## src/rtl/pb_event_ctrl_if.sv

```systemverilog
// Valid/ready event port between the push-button controller and its consumer.
// The controller uses the master side; the consumer drives evt_ready.
interface pb_event_ctrl_if #(
    parameter int ID_W = 2
);
    logic            evt_valid;
    logic            evt_ready;
    logic [ID_W-1:0] evt_id;
    logic            evt_long;

    modport master (
        output evt_valid,
        output evt_id,
        output evt_long,
        input  evt_ready
    );

    modport slave (
        input  evt_valid,
        input  evt_id,
        input  evt_long,
        output evt_ready
    );
endinterface

```

## src/rtl/pb_event_ctrl.sv

```systemverilog
// Push-button event controller: sync, debounce, press/long detect per button,
// then a fixed-priority arbiter feeding one registered valid/ready event port.
//
// state    | meaning
// ---------+-----------------------------------------------------------
// S_IDLE   | output register empty, evt_valid=0, loads any candidate
// S_SHOW   | event presented, held until evt_ready, then reloads
module pb_event_ctrl #(
    parameter int N          = 4,
    parameter int DIV        = 100000,
    parameter int DB_LEN     = 4,
    parameter int LONG_TICKS = 100,
    parameter int ID_W       = (N > 1) ? $clog2(N) : 1
) (
    input  logic            clk,
    input  logic            rst_n,
    input  logic [N-1:0]    pb_in,
    output logic [N-1:0]    pressed,
    pb_event_ctrl_if.master evt
);

    localparam int PW = (DIV > 1) ? $clog2(DIV) : 1;
    localparam int HW = $clog2(LONG_TICKS + 1);
    localparam logic [PW-1:0] PRES_LAST = PW'(DIV - 1);
    localparam logic [HW-1:0] HOLD_MAX  = HW'(LONG_TICKS);

    typedef enum logic {
        S_IDLE = 1'b0,
        S_SHOW = 1'b1
    } state_t;

    logic [PW-1:0]     pres_q, pres_d;
    logic              tick;

    logic [N-1:0]      sync1_q, sync2_q;

    logic [DB_LEN-1:0] db_q   [N];
    logic [DB_LEN-1:0] db_d   [N];
    logic [HW-1:0]     hold_q [N];
    logic [HW-1:0]     hold_d [N];
    logic [N-1:0]      stable_q, stable_d;
    logic [N-1:0]      press_set, long_set;

    logic [N-1:0]      press_pend_q, press_pend_d;
    logic [N-1:0]      long_pend_q, long_pend_d;
    logic [N-1:0]      clr_press, clr_long;

    logic              win_found;
    logic [ID_W-1:0]   win_id;
    logic              win_long;

    state_t            state_q, state_d;
    logic [ID_W-1:0]   id_q, id_d;
    logic              long_q, long_d;
    logic              load;

    // Sample tick prescaler
    always_comb begin
        tick   = (pres_q == PRES_LAST);
        pres_d = tick ? '0 : pres_q + PW'(1);
    end

    always_ff @(posedge clk or negedge rst_n) begin
        if (!rst_n) begin
            pres_q  <= '0;
            sync1_q <= '0;
            sync2_q <= '0;
        end else begin
            pres_q  <= pres_d;
            sync1_q <= pb_in;
            sync2_q <= sync1_q;
        end
    end

    // The counter only advances when the level was already high and stays high,
    // so the first long tick is one full tick after the accepted rising edge.
    always_comb begin
        logic [DB_LEN-1:0] sh;
        sh = '0;
        for (int i = 0; i < N; i++) begin
            db_d[i]      = db_q[i];
            stable_d[i]  = stable_q[i];
            hold_d[i]    = hold_q[i];
            press_set[i] = 1'b0;
            long_set[i]  = 1'b0;
            if (tick) begin
                sh      = {db_q[i][DB_LEN-2:0], sync2_q[i]};
                db_d[i] = sh;
                if (&sh) begin
                    stable_d[i] = 1'b1;
                end else if (~|sh) begin
                    stable_d[i] = 1'b0;
                end
                press_set[i] = stable_d[i] & ~stable_q[i];
                if (stable_q[i] && stable_d[i]) begin
                    if (hold_q[i] != HOLD_MAX) begin
                        hold_d[i]   = hold_q[i] + HW'(1);
                        long_set[i] = (hold_q[i] == HOLD_MAX - HW'(1));
                    end
                end else begin
                    hold_d[i] = '0;
                end
            end
        end
    end

    always_ff @(posedge clk or negedge rst_n) begin
        if (!rst_n) begin
            for (int i = 0; i < N; i++) begin
                db_q[i]   <= '0;
                hold_q[i] <= '0;
            end
            stable_q <= '0;
        end else begin
            for (int i = 0; i < N; i++) begin
                db_q[i]   <= db_d[i];
                hold_q[i] <= hold_d[i];
            end
            stable_q <= stable_d;
        end
    end

    // Set wins over a same-cycle clear; a repeated set merges into one event.
    always_comb begin
        press_pend_d = (press_pend_q & ~clr_press) | press_set;
        long_pend_d  = (long_pend_q  & ~clr_long)  | long_set;
    end

    always_ff @(posedge clk or negedge rst_n) begin
        if (!rst_n) begin
            press_pend_q <= '0;
            long_pend_q  <= '0;
        end else begin
            press_pend_q <= press_pend_d;
            long_pend_q  <= long_pend_d;
        end
    end

    // Scan from the top so the lowest index is the last (winning) assignment.
    always_comb begin
        win_found = 1'b0;
        win_id    = '0;
        win_long  = 1'b0;
        for (int i = N - 1; i >= 0; i--) begin
            if (press_pend_q[i]) begin
                win_found = 1'b1;
                win_id    = ID_W'(i);
                win_long  = 1'b0;
            end else if (long_pend_q[i]) begin
                win_found = 1'b1;
                win_id    = ID_W'(i);
                win_long  = 1'b1;
            end
        end
    end

    always_ff @(posedge clk or negedge rst_n) begin
        if (!rst_n) begin
            state_q <= S_IDLE;
            id_q    <= '0;
            long_q  <= 1'b0;
        end else begin
            state_q <= state_d;
            id_q    <= id_d;
            long_q  <= long_d;
        end
    end

    always_comb begin
        load      = (state_q == S_IDLE) || evt.evt_ready;
        state_d   = state_q;
        id_d      = id_q;
        long_d    = long_q;
        clr_press = '0;
        clr_long  = '0;
        if (load) begin
            if (win_found) begin
                state_d = S_SHOW;
                id_d    = win_id;
                long_d  = win_long;
            end else begin
                state_d = S_IDLE;
                id_d    = '0;
                long_d  = 1'b0;
            end
        end
        for (int i = 0; i < N; i++) begin
            if (load && win_found && (win_id == ID_W'(i))) begin
                clr_press[i] = ~win_long;
                clr_long[i]  = win_long;
            end
        end
    end

    always_comb begin
        evt.evt_valid = (state_q == S_SHOW);
        evt.evt_id    = id_q;
        evt.evt_long  = long_q;
        pressed       = stable_q;
    end

endmodule
```

## src/flat_wrapper.sv

```systemverilog
// flat-port wrapper written by rule: the top's interface ports become plain ports
module pb_event_ctrl_flat 
#(
    parameter int N          = 4,
    parameter int DIV        = 100000,
    parameter int DB_LEN     = 4,
    parameter int LONG_TICKS = 100,
    parameter int ID_W       = (N > 1) ? $clog2(N) : 1
)
  (clk, rst_n, pb_in, pressed, evt_evt_valid, evt_evt_id, evt_evt_long, evt_evt_ready);
  pb_event_ctrl_if #(.ID_W(ID_W)) evt_i ();
  input  logic clk;
  input  logic rst_n;
  input  logic [N-1:0] pb_in;
  output logic [N-1:0] pressed;
  output wire logic [$bits(evt_i.evt_valid)-1:0] evt_evt_valid;
  output wire logic [$bits(evt_i.evt_id)-1:0] evt_evt_id;
  output wire logic [$bits(evt_i.evt_long)-1:0] evt_evt_long;
  input wire logic [$bits(evt_i.evt_ready)-1:0] evt_evt_ready;
  assign evt_evt_valid = evt_i.evt_valid;
  assign evt_evt_id = evt_i.evt_id;
  assign evt_evt_long = evt_i.evt_long;
  assign evt_i.evt_ready = evt_evt_ready;
  pb_event_ctrl #(.N(N), .DIV(DIV), .DB_LEN(DB_LEN), .LONG_TICKS(LONG_TICKS), .ID_W(ID_W)) u_core (.clk(clk), .rst_n(rst_n), .pb_in(pb_in), .pressed(pressed), .evt(evt_i));
endmodule
```

## config.mk

```make
export PLATFORM = sky130hd
export DESIGN_NAME = pb_event_ctrl_flat
export DESIGN_NICKNAME = d
export VERILOG_FILES = /design/src/rtl/pb_event_ctrl_if.sv /design/src/rtl/pb_event_ctrl.sv /design/src/flat_wrapper.sv
export SDC_FILE = /design/constraint.sdc
export NUM_CORES = 1
export LEC_CHECK = 0
export CORE_AREA = 5 5 81 139
export DETAILED_ROUTE_END_ITERATION = 10
export DIE_AREA = 0 0 86 144
export PLACE_DENSITY = 0.67
export SYNTH_ARGS = -nofsm -noshare
export SYNTH_HDL_FRONTEND = slang
export SYNTH_SLANG_ARGS = --single-unit
```

## constraint.sdc

```tcl
create_clock -name clk -period 2.3 [get_ports clk]
set_clock_uncertainty 0.15 [all_clocks]
set_input_delay 0.46 -clock clk [delete_from_list [all_inputs] [get_ports clk]]
set_output_delay 0.46 -clock clk [all_outputs]
set_load 0.005 [all_outputs]
```

==> PnR_summary.wiki <==
{| class="wikitable"
! Metric !! Value
|-
| Outcome || finished, final reports clean
|-
| Avg Inst Size Synth || 9.34 µm²
|-
| Num ports || 15
|-
| Final hold vios || 0
|-
| Critical path capture point type || register
|-
| Cell mode on critical path || and4_1
|-
| Yosys Warn Count || 0
|-
| Top cells by area in the synthesized netlist || dfrtp_1, nand2_1, o21ai_0
|-
| Routed via count || 3083
|-
| Placement-stage worst setup slack || 157 ps
|-
| Final Worst Setup Slack || 280 ps
|-
| Via count of the first global-routing pass || 3136
|-
| Source-to-sink clock delay at the later pin of the worst-skew pair || 330 ps
|-
| Cell family with the largest share of critical-path delay || simple AND/OR/NAND/NOR gates
|-
| Final critical-path share of the clock period || 87.8%
|-
| Post-route insts no fill || 573
|-
| Most common flop cell mapped by yosys || dfrtp_1
|-
| Root Buffer Master || clkbuf_16
|-
| TritonCTS clock tree || built
|-
| Slew HR || 58.2%
|-
| Pin count of the biggest net entering global routing || 38
|-
| Horizontal die dimension || 86 µm
|-
| Vertical die dimension || 144 µm
|-
| Top-area cell type share of the netlist area || 52.4%
|-
| Clock transition at the registers of the reported paths || 60 ps
|-
| Clock buffers created by TritonCTS || 9
|-
| Buffers plus inverters on the worst setup path || 1
|-
| Worst-margin pin slew || 619 ps
|-
| Global-route wire length before repair || 14700 µm
|-
| Number of nets still failing antenna checks after routing || 0
|-
| Min-Delay Path Class || reg2reg
|-
| Final-layout setup total negative slack || 0 ps
|-
| Worst ir drop on vdd || 0.371 mV
|-
| Layout net count || 457
|-
| Iteration-0 DRC Markers || 173
|-
| Total global routing overflow || 0
|-
| Core region area || 10100 µm²
|-
| Number of detailed-route iterations in the first pass || 4
|-
| Cell accounting for the most synthesized area || dfrtp_1
|-
| Flip-flop and latch count after synthesis || 81
|-
| Synth Cell Area || 3860 µm²
|-
| Startpoint type of the worst setup path || register
|-
| Standard-cell row count || 49
|-
| Min cycle time layout || 2020 ps
|-
| HPWL after detailed placement || 6240 µm
|-
| Antenna Cells || 0
|-
| Most common cell after layout, fill and taps aside || nand2_1
|-
| Total design power || 3150 µW
|-
| Average routed wire per standard cell || 14.9 µm
|-
| Syn Nets || 430
|-
| Post-placement cell count || 555
|-
| Detailed-route DRC error count || 0
|-
| Slowest cell delay on critical path || 380 ps
|-
| Number of flops mapped to enable cells by yosys || 0
|-
| Port Buf Inserts || 14
|-
| Global placer's final weighted congestion || 0.825
|-
| Count of final setup violators || 0
|-
| Critical path class || reg2reg
|-
| Peak fanout along the critical path || 26
|-
| Number of gates resized after cts || 0
|-
| Initial antenna violation count || 0
|-
| Layout cells sized above 1 || 6.95%
|-
| Pwr per Cell Area || 696 nW/µm²
|-
| Slowest library cell on the worst path || dfrtp_1
|-
| Unique cell type count in the Yosys netlist || 39
|-
| Post-synthesis sequential area ratio || 52.4%
|-
| Starting density of the core || 38.2%
|-
| Maximum Capacitance Violations || 0
|-
| Total routed wirelength || 8560 µm
|-
| Worst Path Arrival || 2100 ps
|-
| Total GRT Usage || 14.9%
|-
| Clock sink count || 81
|-
| Final Slew Violations || 0
|-
| Leakage || 0.00199 µW
|-
| Most used cells in the layout excluding fill and tap cells || nand2_1, dfrtp_1, o21ai_0
|-
| H-tree levels || 3
|-
| Upper clock frequency limit || 495 MHz
|-
| Instance count of the mapped netlist || 414
|-
| Die area || 12400 µm²
|-
| Data required, critical path || 2380 ps
|-
| Max Root-Sink Buffers || 2
|-
| Fraction of registers with async set or reset after synthesis || 100%
|-
| Area delta synth->final || 17.1%
|-
| Setup repair after global routing missed its margin || false
|-
| CP cell instances || ha_1 -> and4_1 -> and4_1 -> buf_12 -> nand2_1 -> o31ai_1
|-
| Drt via density || 5.38
|}
-- layout make-up --
class,count,area [µm²]
tap,127,159
clock inverter,5,55.1
sequential,81,2030
clock buffer,11,243
multi-input combinational,307,1730
timing repair buffer,25,248
fill,961,5590
inverter,17,63.8
-- state kept, by name, indices dropped and copies added (netlist names) --
signal / count
u_core.db_q: 12
u_core.evt.evt_id: 2
u_core.evt.evt_long: 1
u_core.evt.evt_valid: 1
u_core.hold_q: 28
u_core.long_pend_q: 4
u_core.pres_q: 17
u_core.press_pend_q: 4
u_core.pressed: 4
u_core.sync1_q: 4
u_core.sync2_q: 4
-- synthesized netlist by cell type, drive strengths merged (2+ instances only) --
master	n
or4	2
and4	4
nor4b	2
clkbuf	2
a21oi	22
inv	17
nand3b	3
ha	9
nand3	26
and4bb	2
xnor2	9
o31ai	5
or3	5
nor2b	2
mux2i	2
nand4	12
a21o	4
dfrtp	81
nor4bb	3
nor4	2
nor2	22
and3	6
nand2	83
nor3	10
o21a	5
o21ai	43
nor3b	2
buf	7
nand2b	9
a31oi	2
xor2	5
-- routing by layer --
| metal | track usage [%] | vias up | share of wire, % |
|---|---|---|---|
| met5 | 0 | - | 0 |
| li1 | - | 1505 | - |
| met3 | 2.34 | 16 | 1.8 |
| met2 | 26.7 | 37 | 55 |
| met4 | 8.67 | 0 | 3.2 |
| met1 | 16.4 | 1525 | 40 |
-- cell families after synthesis --
logic type	count (synthesis)	synth area share (%)
flops	81	52.4
xor+xnor	14	3.17
mux	2	0.518
compound gates	86	12.8
simple gates	196	25.4
fa+ha+maj	9	2.91
buf+inv	26	2.75
-- what timing repair did --
action,4_1_cts,5_1_grt
setup buffers,0,1
hold buffers,1,0
endpoints found under the hold margin,20,0
endpoints found under the setup margin,0,1
-- report_power, final --
group          total (µW)  internal [µW]  switching, µW
registers            1500           1470           28.6
clock network        1440            867            571
logic                 216            110            106
total                3150           2450            706
-- through the flow --
| step | instance area (µm²) | utilization [%] | hold WS, ps |
|---|---|---|---|
| floorplan | 3860 | - | 14.4 |
| global placement | 4210 | 41.6 | 185 |
| detailed placement | 4210 | 41.6 | 185 |
| CTS | 4520 | 44.7 | 196 |
| global route | 4530 | 44.7 | 199 |
| finish | 4530 | 44.7 | 196 |
-- worst paths after layout --
kind	to	slack (ps)	depth (start not counted)	start
min in group asynchronous	u_core.hold_q[0]	400	2	rst_n
max reg2reg	u_core.hold_q[20]	280	6	u_core.pres_q[0]
min reg2reg	u_core.sync2_q[1]	200	0	u_core.sync1_q[1]
max in group asynchronous	u_core.hold_q[20]	970	3	rst_n
max	u_core.hold_q[20]	280	6	u_core.pres_q[0]
min	u_core.sync2_q[1]	200	0	u_core.sync1_q[1]
Power figures use the tool's default switching activity.
==> variant, RTL diff (same settings) <==
`N` is set to 4 in 2 places; all go to 2.
--- a/src/rtl/pb_event_ctrl.sv
+++ b/src/rtl/pb_event_ctrl.sv
@@ -6,7 +6,7 @@
 // S_IDLE   | output register empty, evt_valid=0, loads any candidate
 // S_SHOW   | event presented, held until evt_ready, then reloads
 module pb_event_ctrl #(
-    parameter int N          = 4,
+    parameter int N          = 2,
     parameter int DIV        = 100000,
     parameter int DB_LEN     = 4,
     parameter int LONG_TICKS = 100,
--- a/src/flat_wrapper.sv
+++ b/src/flat_wrapper.sv
@@ -1,7 +1,7 @@
 // flat-port wrapper written by rule: the top's interface ports become plain ports
 module pb_event_ctrl_flat 
 #(
-    parameter int N          = 4,
+    parameter int N          = 2,
     parameter int DIV        = 100000,
     parameter int DB_LEN     = 4,
     parameter int LONG_TICKS = 100,
Interface: changed (resized evt_evt_id, pb_in and pressed); port bits go from 15 to 10. No check against the original RTL was run, so the function may have changed too.
==> variant against the unedited design <==
Count of clock-buffer cells in the layout down 5; sequential cell count down 31; critical endpoint is now u_core.long_pend_q[1]; area after synthesis down 39%; worst setup slack worse by 4.5 ps; design area down 39%; routed wire length down 47%; critical path type unchanged; total power down 49%; largest cell class unchanged.
==> variant: results (changes against the unedited design) <==
CTS buffer count: 5 (-4)
Multi-input logic portion of the cell area: 38.0% (-0.22 points)
Gr usage total: 7.90% (-7.0 points)
Nets: 259 (-43%)
Vias in the first global route: 1744 (-44%)
Worst min path class: primary input to asynchronous set/reset pin
First-pass GRT wire length: 7780 um (-47%)
Routed length per instance: 12.0 um (-19%)
Sequential cell area share: 45.2% (+0.45 points)
Post-synthesis register bit count: 50 (-38%)
GR Util met3: 1.54% (-0.80 points)
Filler cells: 1058 (+10%)
Slew headroom: 57.9% (-0.26 points)
Initial DRT Pass Iterations: 4 (unchanged)
Latest clock arrival within the worst-skew pair: 300 ps (-30 ps)
Non-clk bufs: 16 (-36%)
Multi-In Gates: 168 (-45%)
Met2 Use GR: 15.3% (-11 points)
Buffer share of cell area: 4.98% (-0.50 points)
Status: complete, no violations
IR drop worst, VDD: 422 uV (+14%)
Hpwl dp: 3340 um (-46%)
Clock Network Area Fraction: 4.93% (-1.6 points)
CP arrival: 2070 ps (-30 ps)
Routability cong.: 0.814 (-1.4%)
Routed wl met2: 2550 um (-46%)
FF-to-FF End: u_core.long_pend_q[1]
Syn nets: 242 (-44%)
Clock buffer cells: 6 (-5)
Seq/Total Area, Yosys: 52.9% (+0.44 points)
Leak Pwr: 1.21 nW (-39%)
Synth top cells by count: dfrtp_1 (50), nand2_1 (39), o21ai_0 (17), nand3_1 (12), nor2_1 (11)
Yosys cell types: 47 (+21%)
CTS H-tree depth: 2 (-1)
Critical Path Fanout Max: 8 (-69%)
Nonclk inv count: 8 (-9)
Share of cells above drive strength 1: 10.0% (+3.1 points)
Pin count of the biggest net entering global routing: 51 (+34%)
Synth top area cells: dfrtp_1 (53%), nand2_1 (6.2%), o21ai_0 (3.6%)
Cells after DPL: 369 (-34%)
Syn Area/Cell: 10.2 um2 (+9.2%)
Power Dens Cells: 585 nW/um2 (-16%)
Sequential power share: 54.7% (+7.2 points)
Biggest regs: u_core.pres_q (17), u_core.hold_q (14), u_core.db_q (6)
Area post-placement: 2630 um2 (-38%)
M1 GR Usage: 7.68% (-8.7 points)
Met3 routed WL: 84 um (-44%)
Final Core Density: 27.3% (-17 points)
Routed vias/inst: 4.59 (-15%)
-- variant: changes by cell type after synthesis, moves of 4 or more --
cell and change:
inv_1 -9, a21o_1 -4, dfrtp_1 -31, ha_1 -4, nor2_1 -11, buf_2 -5, nand4_1 -5, o21a_1 -5
nand2_1 -44, nand3_1 -14, nand2b_1 -8, nor3_1 -6, a21oi_1 -15, o21ai_0 -24
-- variant: kinds of logic (layout without fill, tap and decap cells) --
| group | Yosys count | after routing | synth area share [%] |
|---|---|---|---|
| buffers and inverters | 14 | 31 | 2.64 |
| DFF | 50 | 50 | 52.9 |
| muxes | 1 | 1 | 0.423 |
| adders and majority gates | 5 | 5 | 2.64 |
| AOI/OAI and AO/OA | 47 | 47 | 13.1 |
| xor gates and xnor gates | 13 | 13 | 4.81 |
| and+or+nand+nor | 102 | 102 | 23.5 |
